`config.mk`:
```
export PLATFORM = sky130hd
export DESIGN_NAME = audio_demux4
export DESIGN_NICKNAME = d
export VERILOG_FILES = /design/src/rtl/audio_demux4.sv
export SDC_FILE = /design/constraint.sdc
export NUM_CORES = 1
export LEC_CHECK = 0
export CORE_ASPECT_RATIO = 2
export CORE_MARGIN = 3
export CORE_UTILIZATION = 39
export DETAILED_ROUTE_END_ITERATION = 7
export GPL_TIMING_DRIVEN = 0
export HOLD_SLACK_MARGIN = 0.08
export MAX_ROUTING_LAYER = met4
export PLACE_DENSITY = 0.64
export SETUP_SLACK_MARGIN = 0.5
export SYNTH_ARGS = -nofsm -noshare
export SYNTH_HDL_FRONTEND = slang
export SYNTH_SLANG_ARGS = --single-unit
```
`constraint.sdc`:
```
create_clock -name Clk -period 2.8 [get_ports Clk]
set_input_delay 0.28 -clock Clk [delete_from_list [all_inputs] [get_ports Clk]]
set_output_delay 0.28 -clock Clk [all_outputs]
set_load 0.005 [all_outputs]
```
`src/rtl/audio_demux4.sv`:
```
// 1:4 sample demultiplexer with valid/ready handshakes.
// Zero samples are sent to the old channel on a select change.
module audio_demux4 #(
  parameter int width    = 16,
  parameter int MUTE_LEN = 4
) (
  input  logic             Clk,
  input  logic             Reset,
  input  logic [width-1:0] din,
  input  logic [1:0]       s,
  input  logic             din_valid,
  output logic             din_ready,
  output logic [width-1:0] dout,
  output logic [3:0]       dout_valid,
  input  logic [3:0]       dout_ready,
  output logic [1:0]       active_sel,
  output logic             switching
);

  localparam int CW = (MUTE_LEN > 0) ? $clog2(MUTE_LEN + 1) : 1;

  typedef enum logic [1:0] {
    IDLE = 2'd0,
    SEND = 2'd1,
    MUTE = 2'd2
  } state_t;

  state_t           r_state, w_state_nxt;
  logic [1:0]       r_cur_sel, w_cur_sel_nxt;
  logic [1:0]       r_pend, w_pend_nxt;
  logic [width-1:0] r_dout, w_dout_nxt;
  logic [width-1:0] r_held, w_held_nxt;
  logic [CW-1:0]    r_cnt, w_cnt_nxt;

  logic             w_out_hs;
  logic             w_in_hs;
  logic [3:0]       w_onehot;

  assign w_onehot   = 4'b0001 << r_cur_sel;
  assign w_out_hs   = (r_state != IDLE) & dout_ready[r_cur_sel];
  assign din_ready  = (r_state == IDLE) | ((r_state == SEND) & w_out_hs);
  assign w_in_hs    = din_valid & din_ready;
  assign dout       = r_dout;
  assign dout_valid = (r_state != IDLE) ? w_onehot : 4'b0000;
  assign active_sel = r_cur_sel;
  assign switching  = (r_state == MUTE);

  always_comb begin
    w_state_nxt   = r_state;
    w_cur_sel_nxt = r_cur_sel;
    w_pend_nxt    = r_pend;
    w_dout_nxt    = r_dout;
    w_held_nxt    = r_held;
    w_cnt_nxt     = r_cnt;
    unique case (r_state)
      IDLE, SEND: begin
        if (w_out_hs)
          w_state_nxt = IDLE;
        if (w_in_hs) begin
          if (s == r_cur_sel) begin
            w_dout_nxt  = din;
            w_state_nxt = SEND;
          end else begin
            w_held_nxt = din;
            w_pend_nxt = s;
            if (MUTE_LEN > 0) begin
              w_dout_nxt  = '0;
              w_cnt_nxt   = CW'(MUTE_LEN);
              w_state_nxt = MUTE;
            end else begin
              w_cur_sel_nxt = s;
              w_dout_nxt    = din;
              w_state_nxt   = SEND;
            end
          end
        end
      end
      MUTE: begin
        if (w_out_hs) begin
          w_cnt_nxt = r_cnt - CW'(1);
          // last zero accepted: swap to the pending channel
          if (r_cnt == CW'(1)) begin
            w_cur_sel_nxt = r_pend;
            w_dout_nxt    = r_held;
            w_state_nxt   = SEND;
          end
        end
      end
      default: w_state_nxt = IDLE;
    endcase
  end

  always_ff @(posedge Clk or posedge Reset) begin
    if (Reset) begin
      r_state   <= IDLE;
      r_cur_sel <= 2'd0;
      r_pend    <= 2'd0;
      r_dout    <= '0;
      r_held    <= '0;
      r_cnt     <= '0;
    end else begin
      r_state   <= w_state_nxt;
      r_cur_sel <= w_cur_sel_nxt;
      r_pend    <= w_pend_nxt;
      r_dout    <= w_dout_nxt;
      r_held    <= w_held_nxt;
      r_cnt     <= w_cnt_nxt;
    end
  end

endmodule
```
Yosys cells after proc, flatten, opt, wreduce, memory -nomap -nowiden
Index checks and enable logic that the tools add are counted.

Bits of input ports: 25. Register bits after elaboration: 41.

Equal/unequal tests: 9. Mux-type cells: 18. $lt $le $gt $ge: 1. Shift-type cells: 1. Bitwise gates (word level): 5. Reduce and logical (&&, ||, !) cells: 9. $add $sub $neg: 1.

Operators by type and width (number): $mux 16 (4); $pmux 16 s2 (1); $mux 2 (5); $mux 3 (3); $reduce_and 3->1 (3); $reduce_and 4->1 (2); $pmux 3 s2 (1); $mux 4 (1); $ne 2x1->1 const B (2); $ne 2x2->1 const B (2); $pmux 2 s2 (1); $reduce_bool 2->1 (2); $shl 1x2->4 const A (1); $and 1x1->1 (3); $eq 3x1->1 const B (1); $lt 2x3->1 const B (1); $ne 3x3->1 const B (1); $sub 3x1->3 const B (1); $bmux 1 s2 (1); $eq 2x1->1 const B (1); $eq 2x2->1 (1); $eq 2x2->1 const B (1); $logic_not 2->1 (1); $reduce_or 2->1 (1); 3 further kinds (3).

Longest topological paths before layout
Gate-level depths: netlist of run 1.

Depth after elaboration: 8. Mapped depth: 7. Mapped depth without buffers: 5.

Worst setup path after synthesis of run 1
Ideal clock, no wire load.

Kind: flip-flop to flip-flop. Start: reg r_cur_sel[0], in the netlist active_sel[0]. End: reg r_dout[0], in the netlist dout[0]. Period minus slack after synthesis: 2.089 ns. Stages on the path, launching flop included: 7. Data required time: 2.675 ns. Arrival time: 1.964 ns. Slack: 0.711 ns. Setup time: 0.125 ns. Cell sequence: dfrtp_1 -> buf_6 -> mux4_2 -> nand4b_2 -> a21boi_4 -> buf_12 -> mux2_4.

Cells in the longest elaborated chain, start to end: 8.

Ends and longest elaborated chain: start, declared (line 29) `logic [1:0] r_cur_sel, w_cur_sel_nxt;`; start signal, assigned (line 103) `r_cur_sel <= w_cur_sel_nxt;`; $bmux 1 s2 (line 40) `assign w_out_hs = (r_state != IDLE) & dout_ready[r_cur_sel];`; $mux 1 (not written as such) (line 40); $and 1x1->1 (line 40); $and 1x1->1 (line 41) `assign din_ready = (r_state == IDLE) | ((r_state == SEND) & w_out_hs);`; $or 1x1->1 (line 41); $and 1x1->1 (line 42) `assign w_in_hs = din_valid & din_ready;`; $ne 2x2->1 (no source line); $reduce_and 4->1 (no source line); end signal, assigned (line 105) `r_dout <= w_dout_nxt;`; end, declared (line 31) `logic [width-1:0] r_dout, w_dout_nxt;`.

Several ways; a longest one is shown, not always the timed one. The select of a mux whose other input is x is not followed. A chain may end at the register's enable or synchronous reset.

Worst setup path after layout of run 1
Start: reg r_cur_sel[0], in the netlist active_sel[0]. End: reg r_dout[1], in the netlist dout[1].

The elaborated chain is that of the path after synthesis.

==> summary.md, run 1 <==
| Metric | Value |
|---|---|
| Critical path data required time | `2.97 ns` |
| Tightest Pin Transition | `0.870 ns` |
| DRC viols | `0` |
| TritonCTS clock tree | `yes` |
| Synthesis-to-layout area growth | `33.9%` |
| I/O pin count | `49` |
| Drt via density | `5.10` |
| Die width | `57.1 um` |
| Worst setup EP type | `register` |
| Synth Net Count | `203` |
| Synth warn | `0` |
| Number of global-route vias before repair | `1441` |
| Hold crit path type | `input pin to asynchronous set/reset pin` |
| Commonest non-fill, non-tap cell in the layout | `clkdlybuf4s50_1` |
| Drt first pass iters | `3` |
| CP Class | `register to register` |
| Total GRT Usage | `15.0%` |
| Status | `completed` |
| Layout cells sized above 1 | `25.1%` |
| Dpl hpwl | `3.16 mm` |
| CP arrival | `2.35 ns` |
| Initial DRC Count | `18` |
| Library cells used by synthesis | `34` |
| # diodes | `0` |
| Post-synthesis async set-or-reset flop share | `100%` |
| Skew final | `0.00952 ns` |
| Nets | `261` |
| MaxCap Viol Count | `0` |
| Synth Area per Inst | `11.6 um^2` |
| Leakage power | `1.24 nW` |
| Most frequent cells in the layout | `48 x clkdlybuf4s50_1, 41 x dfrtp_1, 34 x nand2_1` |
| Utilization after layout | `55.1%` |
| Fin cells | `292` |
| Reg2Reg Depth | `6` |
| CP max FO | `10` |
| Initial core utilization | `41.2%` |
| Die height | `108 um` |
| Port bufs | `48` |
| Cells after Synth | `176` |
| Endpoints failing hold | `0` |
| Sequential element share of the synthesized area | `50.3%` |
| Setup Viol. Count Final | `0` |
| Antenna Violating Nets Remaining | `0` |
| Worst-Skew Late Latency | `0.29 ns` |
| Worst vdd ir | `0.731 mV` |
| Num rows | `36` |
| Routed length per instance | `14.9 um` |
| Initial antenna violation count | `0` |
| DP Cell Count | `281` |
| Number of buffers created by CTS | `5` |
| Min Tclk post-route | `2.19 ns` |
| Drt total wl | `4.36 mm` |
| PD cells | `1090 nW/um^2` |
| Global-route wire length before repair | `6.91 mm` |
| Core Box Area | `4950 um^2` |
| Setup TNS | `0 ns` |
| Routability cong. | `0.702` |
| Largest net degree at the start of global routing | `42` |
| R2r setup slk | `0.61 ns` |
| Synth Flop Type | `dfrtp_1` |
| EDFF count, synth | `0` |
| Fmax | `457 MHz` |
| DR vias | `1489` |
| Final period utilization | `78.1%` |
| Root buffer cell | `clkbuf_8` |
| Die area | `6190 um^2` |
| Longest Clk Path Bufs | `2` |
| Area of the mapped netlist | `2040 um^2` |
| H-tree depth | `2` |
| RSZ-0062 raised after global routing | `no` |
| Total gr overflow | `0` |
| Slew Limit Fails | `0` |
| Slew HR | `41.9%` |
| Sink Count | `41` |
| Register bit total from synthesis | `41` |
| Crit path launch type | `register` |
| Clk pin slew, worst setup/hold paths | `0.08 ns` |
==> per-layer routing <==
metal / GRT usage, % / vias up / part of all wire [%]
li1: - / 719 / -
met1: 18.0 / 742 / 41
met2: 24.9 / 21 / 54
met3: 2.27 / 7 / 2.2
met4: 6.47 / 0 / 2.1
met5: - / - / 0
==> Yosys cell counts (2+ instances only) <==
master     n  area (um^2)
mux2_2    25          282
nor3_1     2         10.0
nor2_1     5         18.8
buf_6      2         22.5
mux2_1     2         22.5
buf_2      3         15.0
inv_1      6         22.5
ha_1       2         25.0
mux2_4     9          135
o21ai_0   18         90.1
a21oi_1    3         15.0
dfrtp_1   41         1030
clkbuf_1   2         7.51
nand2_1   34          128
xnor2_1    2         17.5
mux2i_1    2         20.0
==> report_power, final <==
group | leakage, nW | internal, mW | switching (mW)
sequential | 0.505 | 0.866 | 0.144
clock | 0.0542 | 0.223 | 0.199
combinational | 0.678 | 0.887 | 0.646
total | 1.24 | 1.98 | 0.989
==> kinds of logic after synthesis <==
kind of cell / after synthesis / synth area share (%)
DFF: 41 / 50.3
buffers and inverters: 16 / 4.91
xor gates and xnor gates: 2 / 0.859
muxes: 39 / 23.6
adders and majority gates: 2 / 1.23
and+or+nand+nor: 48 / 10.4
AOI/OAI and AO/OA: 28 / 8.71
==> repair_timing <==
item | CTS | global route
pin swaps | 1 | 0
hold buffers | 0 | 0
resized for setup | 1 | 2
endpoints found under the setup margin | 11 | 1
buffers inserted | 3 | 0
==> area by class of cell <==
class | count | area (um^2)
timing repair buffer | 51 | 515
inverter | 6 | 22.5
sequential | 41 | 1030
buffer | 10 | 81.3
multi-input combinational | 119 | 913
tap | 57 | 71.3
fill | 455 | 2220
clock buffer | 7 | 96.3
clock inverter | 1 | 5.00
==> critical path: stages, from the launching register on <==
cell and delay, ns:
dfrtp_1 0.37, buf_6 0.14, mux4_2 0.60, nand4b_2 0.17, a21boi_4 0.29, buf_12 0.19, mux2_4 0.30
==> flip-flops by register name, indices dropped and copies added (netlist names) <==
name and flops:
dout 16, r_held 16, r_cnt 3, active_sel 2
r_pend 2, r_state 2
==> worst paths after layout <==
kind	end	from
worst max-delay path	dout[1]$_DFFE_PP0P_	active_sel[0]$_DFFE_PP0P_
worst min-delay path	dout[15]$_DFFE_PP0P_	Reset
worst max register to register	dout[1]$_DFFE_PP0P_	active_sel[0]$_DFFE_PP0P_
worst min register to register	r_held[12]$_DFFE_PP0P_	r_held[12]$_DFFE_PP0P_
max in group asynchronous	r_held[4]$_DFFE_PP0P_	Reset
min in group Clk	r_held[12]$_DFFE_PP0P_	r_held[12]$_DFFE_PP0P_
==> through the flow <==
step	hold slack, ns	power, mW	setup slack (ns)	cell area (um^2)
floorplan	0.412	1.97	0.711	2040
global placement	0.480	2.50	0.311	2590
detailed placement	0.485	2.52	0.320	2590
CTS	0.504	3.00	0.560	2730
global route	0.515	3.19	0.514	2730
finish	0.488	2.96	0.614	2730
Note: power is estimated with default switching activity, not from simulation.
==> run 2: changes to the inputs <==
--- a/config.mk
+++ b/config.mk
@@ -12,7 +12,7 @@
 export GPL_TIMING_DRIVEN = 0
 export HOLD_SLACK_MARGIN = 0.08
 export MAX_ROUTING_LAYER = met4
-export PLACE_DENSITY = 0.64
+export PLACE_DENSITY = 0.67
 export SETUP_SLACK_MARGIN = 0.5
 export SYNTH_ARGS = -nofsm -noshare
 export SYNTH_HDL_FRONTEND = slang
==> constraint.sdc (replaced) <==
create_clock -name Clk -period 1.8 [get_ports Clk]
set_input_delay 0.18 -clock Clk [delete_from_list [all_inputs] [get_ports Clk]]
set_output_delay 0.18 -clock Clk [all_outputs]
set_load 0.005 [all_outputs]
==> summary.md, run 2 (synthesized netlist as in run 1, its figures left out) <==
| Metric | Value |
|---|---|
| Status | `complete, but fails checks` |
| Failing checks | `negative setup slack` |
| Final period utilization | `115%` |
| CP delay by family, top | `multiplexers` |
| Critical path, cell by cell | `buf_6 -> mux4_2 -> nand4b_4 -> a21boi_4 -> buf_6 -> buf_12 -> mux2_4` |
| CP max FO | `5` |
| Num rows | `36` |
| Min Tclk post-route | `2.08 ns` |
| Reg2Reg Depth | `7` |
| Synthesis-to-layout area growth | `54.6%` |
| Endpoints failing hold | `0` |
| Total GRT Usage | `17.4%` |
| CP max stage delay | `0.55 ns` |
| Worst vdd ir | `1.29 mV` |
| Die height | `108 um` |
| Die area | `6190 um^2` |
| Nets | `289` |
| Clk pin slew, worst setup/hold paths | `0.09 ns` |
| Crit path launch type | `register` |
| Critical path data required time | `1.98 ns` |
| Drt first pass iters | `4` |
| Longest Clk Path Bufs | `2` |
| Initial core utilization | `41.2%` |
| Utilization after layout | `63.6%` |
| DR vias | `1641` |
| Skew final | `0.00974 ns` |
| CP Class | `register to register` |
| Worst-Skew Late Latency | `0.29 ns` |
| Commonest non-fill, non-tap cell in the layout | `dfrtp_1` |
| CP arrival | `2.25 ns` |
| Routability cong. | `0.715` |
| Drt via density | `5.13` |
| Die width | `57.1 um` |
| R2r setup slk | `-0.28 ns` |
| PD cells | `1790 nW/um^2` |
| Setup Viol. Count Final | `39` |
| Fmax | `482 MHz` |
| DP Cell Count | `281` |
| Slew Limit Fails | `0` |
| Core Box Area | `4950 um^2` |
| Fin cells | `320` |
| R2r endpoint | `dout[15]$_DFFE_PP0P_` |
| CP endpoint | `dout[15]$_DFFE_PP0P_` |
| Tightest Pin Transition | `0.857 ns` |
| TritonCTS clock tree | `yes` |
| Dpl hpwl | `3.21 mm` |
| Initial DRC Count | `32` |
| R2R Path Start | `active_sel[0]$_DFFE_PP0P_` |
| CP Buf/Inv Count | `3` |
| Worst setup EP type | `register` |
| Slew HR | `42.8%` |
| Most numerous cell on the critical path | `buf_6` |
| H-tree depth | `2` |
| Crit path launch | `active_sel[0]$_DFFE_PP0P_` |
| Number of global-route vias before repair | `1640` |
| Largest net degree at the start of global routing | `42` |
| Setup WS post-layout | `-0.275 ns` |
| Routed length per instance | `15.8 um` |
| Number of buffers created by CTS | `5` |
| Layout cells sized above 1 | `41.1%` |
| Critical Path Stages | `7` |
| # diodes | `0` |
| Drt total wl | `5.06 mm` |
| RSZ-0062 raised after global routing | `yes` |
| Hold crit path type | `input pin to asynchronous set/reset pin` |
| Leakage power | `1.54 nW` |
| Initial antenna violation count | `0` |
| Global-route wire length before repair | `8.09 mm` |
| MaxCap Viol Count | `0` |
| DRC viols | `0` |
| Port bufs | `48` |
| Total gr overflow | `0` |
| Most frequent cells in the layout | `40 x dfrtp_1, 33 x nand2_1, 24 x clkdlybuf4s50_1` |
| Antenna Violating Nets Remaining | `0` |
| I/O pin count | `49` |
| Total Power | `5.65 mW` |
| CP max-delay cell | `mux4_2` |
| Root buffer cell | `clkbuf_8` |
| Sink Count | `41` |
run 2: layout make-up:
class | count | area, um^2
tap | 57 | 71.3
inverter | 6 | 28.8
sequential | 41 | 1030
clock buffer | 5 | 68.8
multi-input combinational | 119 | 1030
timing repair buffer | 79 | 757
buffer | 10 | 100
clock inverter | 3 | 65.1
fill | 408 | 1800
run 2: metrics by stage:
step                      area (um^2)  setup TNS [ns]  hold WS (ns)  setup slack [ns]
after floorplan                  2080           -3.84         0.312            -0.279
after CTS                        3030           -7.32         0.409            -0.262
after global placement           2630          -21.09         0.476            -0.545
after global routing             3150           -9.75         0.456            -0.338
final                            3150           -7.35         0.383            -0.275
after detailed placement         2630          -12.04         0.487            -0.558
run 2: repair_timing:
item / in CTS / in global routing
hold buffers: 0 / 0
gates cloned: 3 / 0
setup buffers: 18 / 10
resized for setup: 60 / 27
pin swaps: 1 / 1
setup endpoints to repair: 65 / 47
hold endpoints to repair: 0 / 0
run 2: per-layer routing:
layer | up-vias | routed length, um | global-route usage, %
met3 | 8 | 136 | 2.39
li1 | 776 | - | -
met4 | 0 | 108 | 6.47
met5 | - | 0 | -
met1 | 825 | 1890 | 19.3
met2 | 32 | 2920 | 31.0
run 2: how the worst min path moves through the flow:
stage	start	to
floorplan	din[11]	r_held[11]$_DFFE_PP0P_
global placement	r_held[11]$_DFFE_PP0P_	r_held[11]$_DFFE_PP0P_
detailed placement	r_held[11]$_DFFE_PP0P_	r_held[11]$_DFFE_PP0P_
CTS	Reset	dout[2]$_DFFE_PP0P_
global route	Reset	dout[0]$_DFFE_PP0P_
finish	Reset	dout[14]$_DFFE_PP0P_
run 2: worst register-to-register path: cells and delay by family, from the launching register on:
| family | cells | cell delay [ns] |
|---|---|---|
| DFF | 1 | 0.37 |
| muxes | 2 | 0.84 |
| buffers and inverters | 3 | 0.36 |
| AOI/OAI and AO/OA | 1 | 0.27 |
| and+or+nand+nor | 1 | 0.12 |
run 2: where the power goes:
group	total [mW]	leakage, nW	internal [mW]	switching (mW)
combinational	3.17	0.967	1.85	1.32
sequential	1.59	0.504	1.35	0.239
clock	0.883	0.0681	0.551	0.332
total	5.65	1.54	3.76	1.89
==> run 3: changes to the inputs <==
--- a/config.mk
+++ b/config.mk
@@ -9,10 +9,11 @@
 export CORE_MARGIN = 3
 export CORE_UTILIZATION = 39
 export DETAILED_ROUTE_END_ITERATION = 7
+export DONT_BUFFER_PORTS = 1
 export GPL_TIMING_DRIVEN = 0
 export HOLD_SLACK_MARGIN = 0.08
 export MAX_ROUTING_LAYER = met4
-export PLACE_DENSITY = 0.67
+export PLACE_DENSITY = 0.54
 export SETUP_SLACK_MARGIN = 0.5
 export SYNTH_ARGS = -nofsm -noshare
 export SYNTH_HDL_FRONTEND = slang
==> summary.md, run 3 (synthesized netlist as in run 1, its figures left out) <==
| Metric | Value |
|---|---|
| Fmax | `486 MHz` |
| Hold Crit Depth | `2` |
| Critical path, cell by cell | `buf_6 -> buf_4 -> mux2i_2 -> a221oi_4 -> nand3_4 -> buf_8 -> mux2_1` |
| Layout cells sized above 1 | `41.2%` |
| Root buffer cell | `clkbuf_8` |
| CP arrival | `2.23 ns` |
| DRC viols | `0` |
| Longest Clk Path Bufs | `2` |
| Die height | `108 um` |
| Global-route wire length before repair | `8.38 mm` |
| DR vias | `1501` |
| Endpoints failing hold | `0` |
| CP delay by family, top | `multiplexers` |
| Slew Limit Fails | `0` |
| Worst vdd ir | `0.992 mV` |
| TritonCTS clock tree | `yes` |
| Num rows | `36` |
| Pre-CTS setup slack | `-0.538 ns` |
| Drt via density | `5.40` |
| Commonest non-fill, non-tap cell in the layout | `dfrtp_1` |
| CP Class | `register to register` |
| I/O pin count | `49` |
| R2r setup slk | `-0.26 ns` |
| Die area | `6190 um^2` |
| Hold endpoint | `r_state[0]$_DFFE_PP0P_` |
| Port bufs | `0` |
| Drt total wl | `5.24 mm` |
| Finished Cell Area | `2770 um^2` |
| Nets | `248` |
| Crit path launch type | `register` |
| Critical path data required time | `1.98 ns` |
| Min Tclk post-route | `2.06 ns` |
| Worst Hold Launch | `din_valid` |
| R2R Path Start | `active_sel[0]$_DFFE_PP0P_` |
| Number of buffers created by CTS | `5` |
| Met2 wire len | `3.05 mm` |
| Initial DRC Count | `44` |
| CP Buf/Inv Count | `3` |
| Met3 WL | `189 um` |
| Drt first pass iters | `4` |
| Initial core utilization | `41.2%` |
| Initial antenna violation count | `0` |
| Synthesis-to-layout area growth | `35.6%` |
| CP max-delay cell | `a221oi_4` |
| MaxCap Viol Count | `0` |
| Setup WS post-layout | `-0.258 ns` |
| Dpl hpwl | `3.38 mm` |
| Hold crit path type | `input pin to register` |
| Placed inst area | `2150 um^2` |
| Number of global-route vias before repair | `1632` |
| Total GRT Usage | `18.3%` |
| Clk pin slew, worst setup/hold paths | `0.08 ns` |
| Worst-Skew Late Latency | `0.29 ns` |
| Most frequent cells in the layout | `39 x dfrtp_1, 33 x nand2_1, 21 x mux2_2` |
| CP max stage delay | `0.45 ns` |
| Routed length per instance | `18.8 um` |
| Sink Count | `41` |
| M1 WL | `1.93 mm` |
| PD cells | `1800 nW/um^2` |
| Die width | `57.1 um` |
| Antenna Violating Nets Remaining | `0` |
| Core Box Area | `4950 um^2` |
| Routability cong. | `0.737` |
| Slew HR | `51.3%` |
| CP max FO | `5` |
| Worst setup EP type | `register` |
| Max layer used | `met4` |
| Leakage power | `1.27 nW` |
| Tightest Pin Transition | `0.730 ns` |
| # diodes | `0` |
| R2r endpoint | `r_held[11]$_DFFE_PP0P_` |
| Failing checks | `negative setup slack` |
| Largest net degree at the start of global routing | `42` |
| Skew final | `0.00677 ns` |
| H-tree depth | `2` |
| Status | `complete, but fails checks` |
| Reg2Reg Depth | `7` |
| Total gr overflow | `0` |
| Final period utilization | `114%` |
| Setup Viol. Count Final | `41` |
| RSZ-0062 raised after global routing | `yes` |
run 3: cell count changes in the layout (fill, tap and decap cells not counted), moves of 2 or more:
cell,delta
dlygate4sd2_1,-18
nor2_4,+2
buf_4,-9
dlygate4sd3_1,+19
mux2_2,+3
buf_6,-2
buf_2,-6
clkdlybuf4s50_1,-24
mux2_4,-2
buf_16,-2
run 3: timing repair:
action,CTS,global route
buffers inserted,17,1
hold buffers,19,0
hold endpoints to repair,59,0
endpoints found under the setup margin,47,48
pin swaps,7,2
resized for setup,38,8
gates cloned,0,1
run 3: area by class of cell:
| class | count | area (um^2) |
|---|---|---|
| buffer | 10 | 110 |
| clock buffer | 5 | 68.8 |
| clock inverter | 2 | 35.0 |
| fill | 440 | 2190 |
| inverter | 6 | 32.5 |
| multi-input combinational | 119 | 1040 |
| sequential | 41 | 1030 |
| tap | 57 | 71.3 |
| timing repair buffer | 38 | 380 |
run 3: metal layers:
metal | up-vias | global-route usage, %
li1 | 693 | -
met1 | 770 | 20.4
met2 | 31 | 32.0
met4 | 0 | 6.47
met5 | - | -
met3 | 7 | 3.35
run 3: how the worst max path moves through the flow:
stage | startpoint | endpoint | slack [ns] | depth (start not counted)
finish | active_sel[0]$_DFFE_PP0P_ | r_held[11]$_DFFE_PP0P_ | -0.26 | 7
global route | active_sel[0]$_DFFE_PP0P_ | dout[1]$_DFFE_PP0P_ | -0.30 | 6
CTS | active_sel[0]$_DFFE_PP0P_ | dout[6]$_DFFE_PP0P_ | -0.26 | 6
detailed placement | active_sel[0]$_DFFE_PP0P_ | dout[0]$_DFFE_PP0P_ | -0.54 | 6
global placement | active_sel[0]$_DFFE_PP0P_ | dout[10]$_DFFE_PP0P_ | -0.50 | 6
floorplan | active_sel[0]$_DFFE_PP0P_ | dout[0]$_DFFE_PP0P_ | -0.28 | 6
run 3: power by group:
part / switching, mW / internal [mW]
Clock: 0.308 / 0.403
Sequential: 0.291 / 1.35
Combinational: 1.21 / 1.40
run 3: per-stage QoR:
| step | setup TNS [ns] | total power, mW | hold slack, ns | instances | utilization [%] |
|---|---|---|---|---|---|
| floorplan | -3.84 | 3.14 | 0.312 | 176 | - |
| global placement | -9.43 | 3.48 | 0.315 | 233 | 43.4 |
| detailed placement | -10.37 | 3.60 | 0.294 | 233 | 43.4 |
| CTS | -8.27 | 4.89 | 0.108 | 276 | 54.7 |
| global route | -10.92 | 5.28 | 0.200 | 278 | 55.8 |
| finish | -9.00 | 4.97 | 0.157 | 278 | 55.8 |
